[config.mk]
export PLATFORM = sky130hd
export DESIGN_NAME = tdm_demux3
export DESIGN_NICKNAME = d
export VERILOG_FILES = /design/src/rtl/tdm_demux3.sv
export SDC_FILE = /design/constraint.sdc
export NUM_CORES = 1
export LEC_CHECK = 0
export BUFFER_PORTS_ARGS = -buffer_cell sky130_fd_sc_hd__buf_4
export CELL_PAD_IN_SITES_DETAIL_PLACEMENT = 1
export CELL_PAD_IN_SITES_GLOBAL_PLACEMENT = 1
export CORE_MARGIN = 8
export CORE_UTILIZATION = 37
export DETAILED_ROUTE_END_ITERATION = 12
export GPL_TIMING_DRIVEN = 0
export PLACE_DENSITY = 0.74
export SYNTH_ARGS = -nofsm -noshare
export SYNTH_HDL_FRONTEND = slang
export SYNTH_SLANG_ARGS = --single-unit
[constraint.sdc]
create_clock -name clk -period 2.3 [get_ports clk]
set_clock_uncertainty 0.15 [all_clocks]
set_input_delay 0.46 -clock clk [delete_from_list [all_inputs] [get_ports clk]]
set_output_delay 0.46 -clock clk [all_outputs]
set_load 0.01 [all_outputs]
[src/rtl/tdm_demux3.sv]
// Receive side of the 3-slot TDM link: locks on the frame marker, deserialises slots 0..2, strobes frames.
// Optional TDM_PARITY_EN: each slot carries a trailing even-parity bit, and parity_err flags bad frames.
module tdm_demux3 #(
  parameter int WIDTH = 4
) (
  input  logic             clk,
  input  logic             rst,
  input  logic             bit_en,
  input  logic             ser_in,
  input  logic             sync_in,
  output logic [WIDTH-1:0] d0_out,
  output logic [WIDTH-1:0] d1_out,
  output logic [WIDTH-1:0] d2_out,
  output logic             frame_valid,
  output logic             sync_err,
`ifdef TDM_PARITY_EN
  output logic             parity_err,
`endif
  output logic             locked
);

`ifdef TDM_PARITY_EN
  localparam int SHW = WIDTH;      // the full word must be kept until the parity bit arrives
`else
  localparam int SHW = WIDTH - 1;
`endif
  localparam int CW = $clog2(WIDTH + 1);

  typedef enum logic {HUNT, RECV} state_t;

  state_t           state_q, state_d;
  logic [CW-1:0]    cnt_q, cnt_d;
  logic [1:0]       slot_q, slot_d;
  logic [SHW-1:0]   sh_q, sh_d;
  logic [WIDTH-1:0] s0_q, s0_d, s1_q, s1_d;
  logic [WIDTH-1:0] d0_q, d0_d, d1_q, d1_d, d2_q, d2_d;
  logic             fv_q, fv_d, se_q, se_d, lk_q, lk_d;
  logic [WIDTH-1:0] word;
`ifdef TDM_PARITY_EN
  logic             perr_q, perr_d, pe_q, pe_d, pall;
`endif

  assign word = {sh_q[WIDTH-2:0], ser_in};

  always_comb begin
    state_d = state_q;
    cnt_d   = cnt_q;
    slot_d  = slot_q;
    sh_d    = sh_q;
    s0_d    = s0_q;
    s1_d    = s1_q;
    d0_d    = d0_q;
    d1_d    = d1_q;
    d2_d    = d2_q;
    fv_d    = 1'b0;
    se_d    = 1'b0;
    lk_d    = lk_q;
`ifdef TDM_PARITY_EN
    perr_d  = perr_q;
    pe_d    = 1'b0;
    pall    = perr_q | (^{sh_q, ser_in});
`endif
    if (bit_en) begin
      unique case (state_q)
        HUNT: begin
          if (sync_in) begin
            sh_d    = word[SHW-1:0];
            cnt_d   = CW'(1);
            slot_d  = 2'd0;
            state_d = RECV;
`ifdef TDM_PARITY_EN
            perr_d  = 1'b0;
`endif
          end
        end
        default: begin
          // cnt=0/slot=0 in RECV only occurs right after a completed frame
          if (cnt_q == '0 && slot_q == 2'd0) begin
            if (sync_in) begin
              sh_d   = word[SHW-1:0];
              cnt_d  = CW'(1);
`ifdef TDM_PARITY_EN
              perr_d = 1'b0;
`endif
            end else begin
              se_d    = 1'b1;
              lk_d    = 1'b0;
              state_d = HUNT;
            end
          end else if (sync_in) begin
            se_d   = 1'b1;
            lk_d   = 1'b0;
            sh_d   = word[SHW-1:0];
            cnt_d  = CW'(1);
            slot_d = 2'd0;
`ifdef TDM_PARITY_EN
            perr_d = 1'b0;
`endif
          end else begin
`ifdef TDM_PARITY_EN
            if (cnt_q == CW'(WIDTH)) begin
              cnt_d  = '0;
              perr_d = pall;
              unique case (slot_q)
                2'd0:    begin s0_d = sh_q; slot_d = 2'd1; end
                2'd1:    begin s1_d = sh_q; slot_d = 2'd2; end
                default: begin
                  slot_d = 2'd0;
                  lk_d   = 1'b1;
                  if (pall) pe_d = 1'b1;
                  else begin
                    d0_d = s0_q;
                    d1_d = s1_q;
                    d2_d = sh_q;
                    fv_d = 1'b1;
                  end
                end
              endcase
            end else begin
              sh_d  = word;
              cnt_d = cnt_q + CW'(1);
            end
`else
            sh_d = word[SHW-1:0];
            if (cnt_q == CW'(WIDTH - 1)) begin
              cnt_d = '0;
              unique case (slot_q)
                2'd0:    begin s0_d = word; slot_d = 2'd1; end
                2'd1:    begin s1_d = word; slot_d = 2'd2; end
                default: begin
                  d0_d   = s0_q;
                  d1_d   = s1_q;
                  d2_d   = word;
                  fv_d   = 1'b1;
                  lk_d   = 1'b1;
                  slot_d = 2'd0;
                end
              endcase
            end else begin
              cnt_d = cnt_q + CW'(1);
            end
`endif
          end
        end
      endcase
    end
  end

  always_ff @(posedge clk) begin
    if (rst) begin
      state_q <= HUNT;
      cnt_q   <= '0;
      slot_q  <= '0;
      sh_q    <= '0;
      s0_q    <= '0;
      s1_q    <= '0;
      d0_q    <= '0;
      d1_q    <= '0;
      d2_q    <= '0;
      fv_q    <= 1'b0;
      se_q    <= 1'b0;
      lk_q    <= 1'b0;
`ifdef TDM_PARITY_EN
      perr_q  <= 1'b0;
      pe_q    <= 1'b0;
`endif
    end else begin
      state_q <= state_d;
      cnt_q   <= cnt_d;
      slot_q  <= slot_d;
      sh_q    <= sh_d;
      s0_q    <= s0_d;
      s1_q    <= s1_d;
      d0_q    <= d0_d;
      d1_q    <= d1_d;
      d2_q    <= d2_d;
      fv_q    <= fv_d;
      se_q    <= se_d;
      lk_q    <= lk_d;
`ifdef TDM_PARITY_EN
      perr_q  <= perr_d;
      pe_q    <= pe_d;
`endif
    end
  end

  assign d0_out      = d0_q;
  assign d1_out      = d1_q;
  assign d2_out      = d2_q;
  assign frame_valid = fv_q;
  assign sync_err    = se_q;
  assign locked      = lk_q;
`ifdef TDM_PARITY_EN
  assign parity_err  = pe_q;
`endif

endmodule
# Word-level counts from Yosys, hierarchy flattened
# Cells that the tools add are included.
# W data, S select, Z words.
dict set report word_totals {
  regBits 32
  wordCells 62
}
dict set report classes {
  add_sub_neg 1
  eq_ne 5
  mux 25
  bitwise 6
  reduce_logical 13
}
# op count
set op_table {}
lappend op_table {{$mux W3} 8}
lappend op_table {{$reduce_and A6 Y1} 3}
lappend op_table {{$mux W1} 11}
lappend op_table {{$mux W2} 5}
lappend op_table {{$not A1 Y1} 6}
lappend op_table {{$reduce_or A6 Y1} 1}
lappend op_table {{$reduce_and A5 Y1} 1}
lappend op_table {{$ne A2 B2 Y1 const B} 2}
lappend op_table {{$pmux W2 S2} 1}
lappend op_table {{$reduce_and A4 Y1} 1}
lappend op_table {{$add A3 B1 Y3 const B} 1}
lappend op_table {{$eq A3 B2 Y1 const B} 1}
lappend op_table {{$logic_not A3 Y1} 1}
lappend op_table {{$ne A3 B1 Y1 const B} 1}
lappend op_table {{$reduce_bool A3 Y1} 1}
lappend op_table {{$reduce_or A3 Y1} 1}
lappend op_table {{$eq A2 B1 Y1 const B} 1}
lappend op_table {{$logic_not A2 Y1} 1}
lappend op_table {{$reduce_bool A2 Y1} 1}
lappend op_table {{$reduce_or A2 Y1} 1}
lappend op_table {{$logic_and A1 B1 Y1} 1}

# Depth between registers and ports, before layout
# Gate-level depths: netlist of run 1.
dict set report logic_depth {
  ltp_word 6
  mapped_depth 9
  mapped_depth_nobuf 7
}

# Least setup slack after synthesis of run 1
# No wires, ideal clock.
dict set report synth_path {
  path_kind {register to register}
  startpoint {register cnt_q[0]}
  endpoint {register slot_q[0]}
  arrival_ns 1.956
  required_ns 2.080
  slack_ns 0.124
  stages_incl_launch_ff 9
  synth_period_minus_slack_ns 2.176
  path_cell_list {dfxtp_1 > inv_1 > ha_1 > or4b_4 > buf_6 > ha_1 > a21o_1 > or3_1 > a21oi_1}
}
dict set report synth_via {
  elab_chain_cells 4
  elab_cells_between_ends 6
}
# element line
set synth_rtl {}
lappend synth_rtl {{start, declared} 32} ;# logic [CW-1:0] cnt_q, cnt_d;
lappend synth_rtl {{start signal, assigned} 169} ;# cnt_q <= cnt_d;
lappend synth_rtl {{$logic_not A3 Y1} 78} ;# if (cnt_q == '0 && slot_q == 2'd0) begin
lappend synth_rtl {{$logic_and A1 B1 Y1} 78}
lappend synth_rtl {{$ne A2 B2 Y1 (no line) / $reduce_bool A3 Y1 (equally long branches)} --}
lappend synth_rtl {{$reduce_and A4 Y1 (no line) (*)} --}
lappend synth_rtl {{end signal, assigned} 170} ;# slot_q <= slot_d;
lappend synth_rtl {{end, declared} 33} ;# logic [1:0] slot_q, slot_d;
# Mark *: on every way between the ends. The rest lies on a longest branch, timed or not.
# A chain may end at the register's enable or synchronous reset.

# Worst setup path in the final report of run 1
# Ends and elaborated chain as after synthesis.

==> results of run 1 <==
worst max-delay path by stage:
stage / start / to / slack, ps / depth (start not counted)
after floorplan: cnt_q[0]$_SDFFE_PP0P_ / slot_q[0]$_SDFFE_PP0P_ / 120 / 8
after global placement: cnt_q[0]$_SDFFE_PP0P_ / slot_q[0]$_SDFFE_PP0P_ / 20 / 8
after detailed placement: cnt_q[0]$_SDFFE_PP0P_ / s0_q[0]$_SDFFE_PP0P_ / -80 / 9
after CTS: cnt_q[1]$_SDFFE_PP0P_ / slot_q[0]$_SDFFE_PP0P_ / 30 / 8
after global routing: cnt_q[0]$_SDFFE_PP0P_ / slot_q[0]$_SDFFE_PP0P_ / 7 / 8
final: cnt_q[0]$_SDFFE_PP0P_ / slot_q[0]$_SDFFE_PP0P_ / 70 / 8
metrics by stage:
step           hold slack [ps]  power (W)    util  TNS [ps]
2_1_floorplan            281.2  0.0006277       -         0
3_3_place_gp             292.1  0.0006421  0.4291         0
3_5_place_dp             302.6  0.0006472  0.4291    -300.6
4_1_cts                  289.8   0.001106  0.4604         0
5_1_grt                  304.7   0.001136  0.4628         0
6_report                 300.4   0.001092  0.4628         0
registers in the layout, indices dropped and copies added, names as in the netlist:
| name | flops |
|---|---|
| d2_out | 4 |
| s0_q | 4 |
| s1_q | 4 |
| slot_q | 2 |
| sh_q | 3 |
| d0_out | 4 |
| sync_err | 1 |
| frame_valid | 1 |
| d1_out | 4 |
| locked | 1 |
| cnt_q | 3 |
| state_q | 1 |
routing by layer:
metal / GRT usage / up-vias / share of wire
met5: 0 / - / 0
met4: 0.04906 / 0 / 0.018
met3: 0.04196 / 10 / 0.038
met2: 0.2302 / 21 / 0.53
met1: 0.1424 / 589 / 0.41
li1: - / 593 / -
layout make-up:
type                       count  share of cell area
buffer                        12             0.03869
clock buffer                   8             0.05357
inverter                       4            0.008929
multi-input combinational    114              0.4055
sequential                    32              0.3817
tap                           48             0.03571
timing repair buffer          17             0.07589
cell families (layout without fill, tap and decap cells):
logic type | count (synthesis) | after routing | synth area share
and+or+nand+nor | 72 | 72 | 0.2423
adders and majority gates | 4 | 4 | 0.03630
xor gates and xnor gates | 2 | 2 | 0.01271
muxes | 8 | 8 | 0.05808
DFF | 32 | 32 | 0.4646
AOI/OAI and AO/OA | 28 | 28 | 0.1280
buffers and inverters | 16 | 41 | 0.05806
power groups by stage:
stage	Sequential, W	Clock, W	Combinational (W)
detailed placement	0.000575	0	0.0000723
CTS	0.000563	0.000464	0.0000784
global placement	0.000574	0	0.0000679
finish	0.000563	0.000451	0.0000779
global route	0.000563	0.000487	0.0000862
floorplan	0.000574	0	0.0000540
worst max-delay path, stage by stage, from the launching register on:
cell and delay (ps):
dfxtp_2 340, inv_2 70, ha_2 180, or4b_4 460, buf_6 150, ha_4 170, a21o_1 170, or3_4 370
a21oi_2 110
timing repair:
action / in CTS / in global routing
setup buffers: 1 / 0
resized for setup: 5 / 3
endpoints found under the setup margin: 9 / 2
pin swaps: 0 / 1
placed cells by master (no fill, tap or decap), types with 3 or more instances in the layout:
cell / instances
nand2_1: 34
dfxtp_1: 31
a21oi_1: 19
buf_4: 17
nor2_1: 16
clkbuf_1: 8
mux2i_1: 8
nand3_1: 6
clkbuf_8: 6
inv_2: 3
buf_2: 3
==> key figures, run 1 <==
STA
  – RSZ-0062 raised after global routing: no
  – Fin worst setup slack: 66.20 ps
  – Fmax: 0.4477 GHz
  – Worst-Margin Slew: 536.9 ps
  – Slew HR: 0.6421
  – Final period utilization: 0.9712
  – Post-route minimum period: about 2200 ps
  – Slew Limit Fails: 0
  – Final Hold Vio Count: 0
  – # setup viols final: 0

Detailed routing
  – ANT nets after route: 0
  – DRC viols: 0
  – Routed vias/inst: 5.162
  – WL final: 3.641 mm
  – Drt pass-1 iters: 4
  – Initial DRC count: 63
  – Vias post-DR: 1213
  – Drt wl/cell: 15.49 µm

Worst hold path
  – Hold path endpoint: d2_out[0]$_SDFFE_PP0P_
  – WHS Path Cells: 3
  – Worst hold path class: in2reg
  – Min-delay src: ser_in

Synth
  – Mean area per synthesized cell: ~8.5 µm²
  – Most frequent cell after synthesis: nand2_1
  – Top cells by area, synth: dfxtp_1 46%, nand2_1 9.3%, a21oi_1 7.3%
  – Post-synth top cells: 34 x nand2_1, 32 x dfxtp_1, 20 x a21oi_1
  – EDFF count, synth: 0
  – Mapped Area: 1379 µm²
  – Sequential cell area fraction in the yosys report: 0.4646
  – Post-synth top area share: 0.4646
  – Post-synth top area cell: dfxtp_1
  – Synth cell types: 33
  – Predominant post-synthesis flop cell: dfxtp_1
  – Synth Instances: 162
  – Yosys reg bits: 32
  – Async S/R FF share, synth: 0
  – Syn nets: 171
  – Synth warn: 0

Clock network
  – Longest Clk Path Bufs: 2
  – Clk slew on worst S/H paths: 70 ps
  – Total CTS buffers: 5
  – CTS tree: yes
  – Skew-Pair Late Insertion Delay: 290 ps
  – CTS Hold Buffers Added: 0
  – Clock Sinks: 32
  – H-tree Lvls: 2
  – Root Buffer Master: clkbuf_8

Finish
  – Final Instance Count excl. Fillers: 235
  – Layout fillers: between 400 and 500
  – # diodes: 0
  – # nets final: approximately 200
  – Area grow syn2layout: 21.96%
  – Register Area: 641.9 µm²
  – Share of cells above drive strength 1: 0.2246
  – Area of the multi-input gates: slightly below 700 µm²
  – Final Cell Area: 1682 µm²

GRT
  – Largest net degree at the start of global routing: 11
  – Number of global-route vias before repair: 1327
  – First-pass GRT wire length: 6.279 mm
  – Global route total overflow: 0
  – Initial antenna violation count: 0
  – Global Route Usage Sum: 0.1308

Power and ir drop
  – Leakage: 0.6605 nW
  – Part of the power in registers: 0.515
  – PwrDens: around 650 nW/µm²
  – Peak supply drop: 0.0004045 V
  – Clk pwr share: 0.413
  – Internal power: about 0.00083 W
  – Gate power share: 0.071
  – Switching Fraction: 0.2375
  – Net switching power: 0.0002595 W

Floorplanning
  – Num rows: 22
  – Die area: between 5000 and 6000 µm²
  – Initial Utilization: 0.3795
  – Chip Height: 77.05 µm
  – Core ar.: 3633 µm²
  – # IOs: 20
  – DIE WIDTH: 77.05 µm

Placement
  – HPWL Detailed: ~2.6 mm
  – Dpl cell area: 1559 µm²
  – Pre-CTS setup slack: -82.34 ps
  – Dpl cells: 226
  – Gpl congestion: 0.7606
  – Port bufs: 16

Setup path
  – Critical Path Fanout Max: 6
  – Reg2reg setup slack: roughly 66 ps
  – WS Path Type: reg2reg
  – RR Startpoint: cnt_q[0]$_SDFFE_PP0P_
  – R2r endpoint: slot_q[0]$_SDFFE_PP0P_
  – Worst setup SP type: flop
  – Worst EP required: 2380 ps
  – Crit. End Element: flop
  – CP arrival: 2310 ps
  – Register-to-Register Path Depth: 8

Outcome
  – Status: completed

Run
  – Max-cap viol count: 0
Note: power is estimated with default switching activity, not from simulation.
==> inputs of run 2 (changes only) <==
--- a/config.mk
+++ b/config.mk
@@ -5,14 +5,16 @@
 export SDC_FILE = /design/constraint.sdc
 export NUM_CORES = 1
 export LEC_CHECK = 0
+export ABC_AREA = 1
 export BUFFER_PORTS_ARGS = -buffer_cell sky130_fd_sc_hd__buf_4
 export CELL_PAD_IN_SITES_DETAIL_PLACEMENT = 1
 export CELL_PAD_IN_SITES_GLOBAL_PLACEMENT = 1
 export CORE_MARGIN = 8
-export CORE_UTILIZATION = 37
+export CORE_UTILIZATION = 36
 export DETAILED_ROUTE_END_ITERATION = 12
 export GPL_TIMING_DRIVEN = 0
-export PLACE_DENSITY = 0.74
+export PLACE_DENSITY = 0.75
+export SETUP_SLACK_MARGIN = 0.1
 export SYNTH_ARGS = -nofsm -noshare
 export SYNTH_HDL_FRONTEND = slang
 export SYNTH_SLANG_ARGS = --single-unit
==> key figures, run 2 <==
STA
  – # setup viols final: 0
  – Worst-Margin Slew: 305.5 ps
  – Final Hold Vio Count: 0
  – Hold WS: 226.2 ps
  – RSZ-0062 raised after global routing: no
  – Slew Limit Fails: 0
  – Post-route minimum period: about 2000 ps
  – Slew HR: 0.7951
  – Setup TNS: 0 ps
  – Final period utilization: 0.8675
  – Fmax: 0.5012 GHz

Detailed routing
  – Drt wl/cell: 12.57 µm
  – ANT nets after route: 0
  – Drt pass-1 iters: 4
  – Vias post-DR: 1275
  – Initial DRC count: 55
  – Routed vias/inst: ~4.8
  – WL final: 3.368 mm
  – DRC viols: 0

Synth
  – Post-synth top cells: 56 x nor2_1, 32 x dfxtp_1, 27 x nand2_1
  – Predominant post-synthesis flop cell: dfxtp_1
  – Yosys reg bits: 32
  – Post-synth top area share: 0.4592
  – Most frequent cell after synthesis: nor2_1
  – Async S/R FF share, synth: 0
  – EDFF count, synth: 0
  – Synth Instances: 193
  – Sequential cell area fraction in the yosys report: 0.4592
  – Mean area per synthesized cell: 7.228 µm²
  – Top cells by area, synth: dfxtp_1 46%, nor2_1 15%, nand2_1 7.3%
  – Syn nets: a little over 200
  – Synth warn: 0
  – Post-synth top area cell: dfxtp_1
  – Mapped Area: 1395 µm²
  – Synth cell types: 23

Floorplanning
  – Die area: ~6100 µm²
  – Core ar.: 3689 µm²
  – Num rows: 22
  – # IOs: 20
  – Initial Utilization: 0.3782
  – Chip Height: 78.25 µm
  – DIE WIDTH: just under 80 µm

Setup path
  – Reg2reg setup slack: 300 ps
  – WS Path Type: reg2reg
  – Worst EP required: 2330 ps
  – Worst setup SP type: flop
  – CP arrival: 2020 ps
  – Critical Path Fanout Max: 5
  – Crit. End Element: flop

GRT
  – Initial antenna violation count: 0
  – Number of global-route vias before repair: 1339
  – Global Route Usage Sum: 0.1192
  – First-pass GRT wire length: around 5.9 mm
  – Largest net degree at the start of global routing: 11
  – Global route total overflow: 0

Power and ir drop
  – Peak supply drop: 0.0003428 V
  – Switching Fraction: 0.2334
  – Internal power: 0.0009893 W
  – Leakage: 0.7949 nW
  – Part of the power in registers: 0.451
  – Gate power share: 0.089
  – Net switching power: 0.0003012 W
  – Clk pwr share: 0.460
  – PwrDens: between 700 and 800 nW/µm²

Clock network
  – CTS Hold Buffers Added: 0
  – Clock Sinks: 32
  – H-tree Lvls: 2
  – CTS tree: yes
  – Total CTS buffers: 5
  – Skew-Pair Late Insertion Delay: 290 ps
  – Longest Clk Path Bufs: 2
  – Clk slew on worst S/H paths: 70 ps
  – Root Buffer Master: clkbuf_8

Outcome
  – Status: completed

Finish
  – Area grow syn2layout: 23.77%
  – Share of cells above drive strength 1: 0.2000
  – Most common cell after layout, fill and taps aside: nor2_1
  – Layout fillers: 471
  – Most frequent cells in the layout: 56 x nor2_1, 32 x dfxtp_1, 26 x nand2_1
  – Util after Layout: 0.4681
  – # diodes: 0
  – # nets final: 228

Placement
  – Port bufs: 19
  – HPWL Detailed: 2.615 mm
  – Gpl congestion: ~0.85

Run
  – Max-cap viol count: 0

Worst hold path
  – Worst hold path class: in2reg
==> run 2: cell type report <==
class / count / area [µm²] / share of cell area
multi-input cells: 134 / 639.4 / 0.3703
repair buffers: 19 / 142.6 / 0.08261
clock buffers: 7 / 96.34 / 0.05580
well taps: 48 / 60.06 / 0.03478
plain buffers: 4 / 31.28 / 0.01812
flip-flops and latches: 32 / 640.6 / 0.3710
clock inverters: 1 / 30.03 / 0.01739
inverters: 23 / 86.33 / 0.05000
==> run 2: power by group through the flow <==
stage | Combinational, W | Clock, W | Sequential, W
3_3_place_gp | 0.000109 | 0 | 0.000593
3_5_place_dp | 0.000115 | 0 | 0.000594
5_1_grt | 0.000133 | 0.000636 | 0.000583
6_report | 0.000115 | 0.000594 | 0.000581
2_1_floorplan | 0.0000794 | 0 | 0.000590
4_1_cts | 0.000115 | 0.000611 | 0.000581
==> run 2: critical path, cell delays in order, from the launching register on <==
cell and delay, ps:
dfxtp_1 330, inv_1 60, ha_1 140, inv_1 40, nor2_1 210, nand2_2 150, ha_1 250, nand2_1 100
nor2_2 50, nand2_2 110, clkinv_1 120, nor2_1 110, nor2_1 60
==> run 2: kinds of logic (layout without fill, tap and decap cells) <==
kind of cell | after synthesis | count (layout) | share of synthesized area
adder cells (fa/ha/maj) | 4 | 4 | 0.03588
AO/OA/AOI/OAI | 24 | 24 | 0.08879
flip-flops | 32 | 32 | 0.4592
AND/OR/NAND/NOR | 106 | 106 | 0.3318
buffers and inverters | 27 | 54 | 0.08430
==> run 2: final timing paths <==
kind | from | to | cells past startpoint
worst max register to register | cnt_q[0]$_SDFFE_PP0P_ | s0_q[0]$_SDFFE_PP0P_ | 12
worst min register to register | s0_q[1]$_SDFFE_PP0P_ | s0_q[1]$_SDFFE_PP0P_ | 2
worst min-delay path | rst | cnt_q[0]$_SDFFE_PP0P_ | 2
worst max-delay path | cnt_q[0]$_SDFFE_PP0P_ | s0_q[0]$_SDFFE_PP0P_ | 12
==> run 2: layer usage <==
metal	global-route usage	up-vias	part of all wire
li1	-	651	-
met1	0.1193	598	0.42
met2	0.2129	20	0.51
met3	0.04556	6	0.047
met4	0.05556	0	0.018
met5	0	-	0
==> run 2: through the flow <==
| stage | cell area (µm²) | cells | total power (W) | setup WS, ps |
|---|---|---|---|---|
| 3_3_place_gp | 1598 | 260 | 0.0007019 | 312.0 |
| 5_1_grt | 1727 | 268 | 0.001352 | 108.7 |
| 4_1_cts | 1724 | 268 | 0.001307 | 230.0 |
| 3_5_place_dp | 1598 | 260 | 0.0007087 | 243.4 |
| 2_1_floorplan | 1395 | 193 | 0.0006697 | 578.0 |
| 6_report | 1727 | 268 | 0.001290 | 304.7 |
==> run 2: timing repair <==
action                                  CTS  global route
endpoints found under the setup margin    0             5
gates resized for setup                   0             1
endpoints found under the hold margin     0             0
setup buffers                             0             0
==> inputs of run 3 (changes only) <==
--- a/config.mk
+++ b/config.mk
@@ -9,11 +9,14 @@
 export BUFFER_PORTS_ARGS = -buffer_cell sky130_fd_sc_hd__buf_4
 export CELL_PAD_IN_SITES_DETAIL_PLACEMENT = 1
 export CELL_PAD_IN_SITES_GLOBAL_PLACEMENT = 1
+export CORE_ASPECT_RATIO = 0.5
 export CORE_MARGIN = 8
 export CORE_UTILIZATION = 36
 export DETAILED_ROUTE_END_ITERATION = 12
 export GPL_TIMING_DRIVEN = 0
+export HOLD_SLACK_MARGIN = 0.08
 export PLACE_DENSITY = 0.75
+export REMOVE_ABC_BUFFERS = 1
 export SETUP_SLACK_MARGIN = 0.1
 export SYNTH_ARGS = -nofsm -noshare
 export SYNTH_HDL_FRONTEND = slang
==> key figures, run 3 (synthesis results as in run 2) <==
Setup path
  – Crit. End Element: flop
  – Buf+Inv Stages, Crit Path: 3
  – Delay-heaviest family, CP: simple AND/OR/NAND/NOR gates
  – Critical-path top delay cell: dfxtp_1
  – Worst setup SP type: flop
  – Worst path cell trace: inv_1, ha_1, inv_1, nor2_2, nand2_2, ha_1, nand2_1, nor2_2, nand2_2, clkinv_1, nor2_1, nor2_1
  – WS Path Type: reg2reg
  – Max stage delay on crit path: 340 ps
  – Critical Path Fanout Max: 5
  – CP arrival: about 2000 ps
  – Worst EP required: 2320 ps

Clock network
  – Post-cts gate resize count: 0
  – CTS tree: yes
  – Post-CTS setup buffers: 0
  – Clock Sinks: 32
  – Root Buffer Master: clkbuf_8
  – Longest Clk Path Bufs: 2
  – Clk slew on worst S/H paths: 70 ps
  – Skew-Pair Late Insertion Delay: around 290 ps
  – CTS Hold Buffers Added: 0
  – Total CTS buffers: 5
  – H-tree Lvls: 2

STA
  – Worst-Margin Slew: 684.3 ps
  – # setup viols final: 0
  – Fin worst setup slack: approximately 340 ps
  – Final period utilization: 0.8528
  – Post-route minimum period: 1961 ps
  – Slew Limit Fails: 0
  – Final Hold Vio Count: 0
  – Fmax: roughly 0.5 GHz
  – RSZ-0062 raised after global routing: no
  – Setup TNS: 0 ps
  – Slew HR: 0.5410
  – Hold WS: 219.1 ps

Placement
  – Dpl cell area: 1574 µm²
  – Pre-CTS setup slack: 229.5 ps
  – Port bufs: 19
  – Gpl congestion: 0.8065
  – HPWL Detailed: 2.294 mm

Detailed routing
  – Drt pass-1 iters: 4
  – WL final: roughly 3.2 mm
  – Routed vias/inst: around 4.6
  – ANT nets after route: 0
  – DRC viols: 0
  – Initial DRC count: 17
  – Vias post-DR: about 1300
  – Drt wl/cell: 11.83 µm

Finish
  – Most frequent cells in the layout: 55 x nor2_1, 32 x dfxtp_1, 26 x nand2_1
  – Final Cell Area: around 1700 µm²
  – # nets final: 224
  – # diodes: 0
  – Most common cell after layout, fill and taps aside: nor2_1
  – Share of cells above drive strength 1: 0.1944
  – Area grow syn2layout: 21.17%

Power and ir drop
  – PwrDens: 731.6 nW/µm²
  – Leakage: 0.7681 nW
  – Final Power: 0.001237 W
  – Peak supply drop: roughly 0.00028 V

Floorplanning
  – Initial Utilization: 0.3668
  – # IOs: 20
  – Num rows: 16
  – DIE WIDTH: ~100 µm
  – Die area: 6244 µm²
  – Core ar.: 3804 µm²
  – Chip Height: 60.02 µm

GRT
  – Global route total overflow: 0
  – Largest net degree at the start of global routing: 29
  – Number of global-route vias before repair: 1206
  – Global Route Usage Sum: 0.1122
  – First-pass GRT wire length: 5.513 mm
  – Initial antenna violation count: 0

Run
  – Max-cap viol count: 0

Outcome
  – Status: completed

Worst hold path
  – Worst hold path class: in2reg
==> run 3: cell types whose count changed in the layout (fill, tap and decap cells not counted) <==
| cell | change |
|---|---|
| buf_6 | -2 |
| clkbuf_8 | -2 |
| buf_2 | -1 |
| clkbuf_1 | -1 |
| clkinv_2 | +1 |
| clkinvlp_4 | +1 |
| nor2_1 | -1 |
| nor2_2 | +1 |
==> run 3: power by group <==
| group | leakage [nW] | internal, W | switching, W |
|---|---|---|---|
| combinational | 0.455 | 0.0000404 | 0.0000746 |
| sequential | 0.259 | 0.000566 | 0.0000148 |
| clock | 0.0541 | 0.000320 | 0.000220 |
==> run 3: path summary, 6_finish.rpt <==
kind                                             from               endpoint  slack (ps)  cells past startpoint
worst min-delay path                              rst  cnt_q[0]$_SDFFE_PP0P_         220                      2
worst max-delay path            cnt_q[0]$_SDFFE_PP0P_   s0_q[3]$_SDFFE_PP0P_         340                     12
worst min register to register   s0_q[1]$_SDFFE_PP0P_   s0_q[1]$_SDFFE_PP0P_         330                      2
worst max register to register  cnt_q[0]$_SDFFE_PP0P_   s0_q[3]$_SDFFE_PP0P_         340                     12
==> run 3: area by class of cell <==
cell class / instances / area, µm²
Inverter: 23 / 86.33
Multi-Input combinational cell: 134 / 641.9
Tap cell: 54 / 67.56
Fill cell: 501 / 2113
Timing Repair Buffer: 19 / 142.6
Sequential cell: 32 / 640.6
Clock inverter: 3 / 42.54
Clock buffer: 5 / 68.82
==> run 3: through the flow <==
step | instances | utilization
2_1_floorplan | 189 | -
3_3_place_gp | 262 | 0.4138
3_5_place_dp | 262 | 0.4138
4_1_cts | 270 | 0.4431
5_1_grt | 270 | 0.4444
6_report | 270 | 0.4444
==> run 3: per-layer routing <==
layer	vias up	global-route usage	wire [µm]
met1	586	0.1261	1575
met3	7	0.04409	171
met5	-	0	0
met2	19	0.1839	1378
met4	0	0.06110	69
li1	643	-	-
==> run 3: worst reg2reg max path: cells and delay by family (launching register included) <==
kind	cells	cell delay [ps]
flops	1	340
simple gates	7	730
buf+inv	3	260
fa+ha+maj	2	380
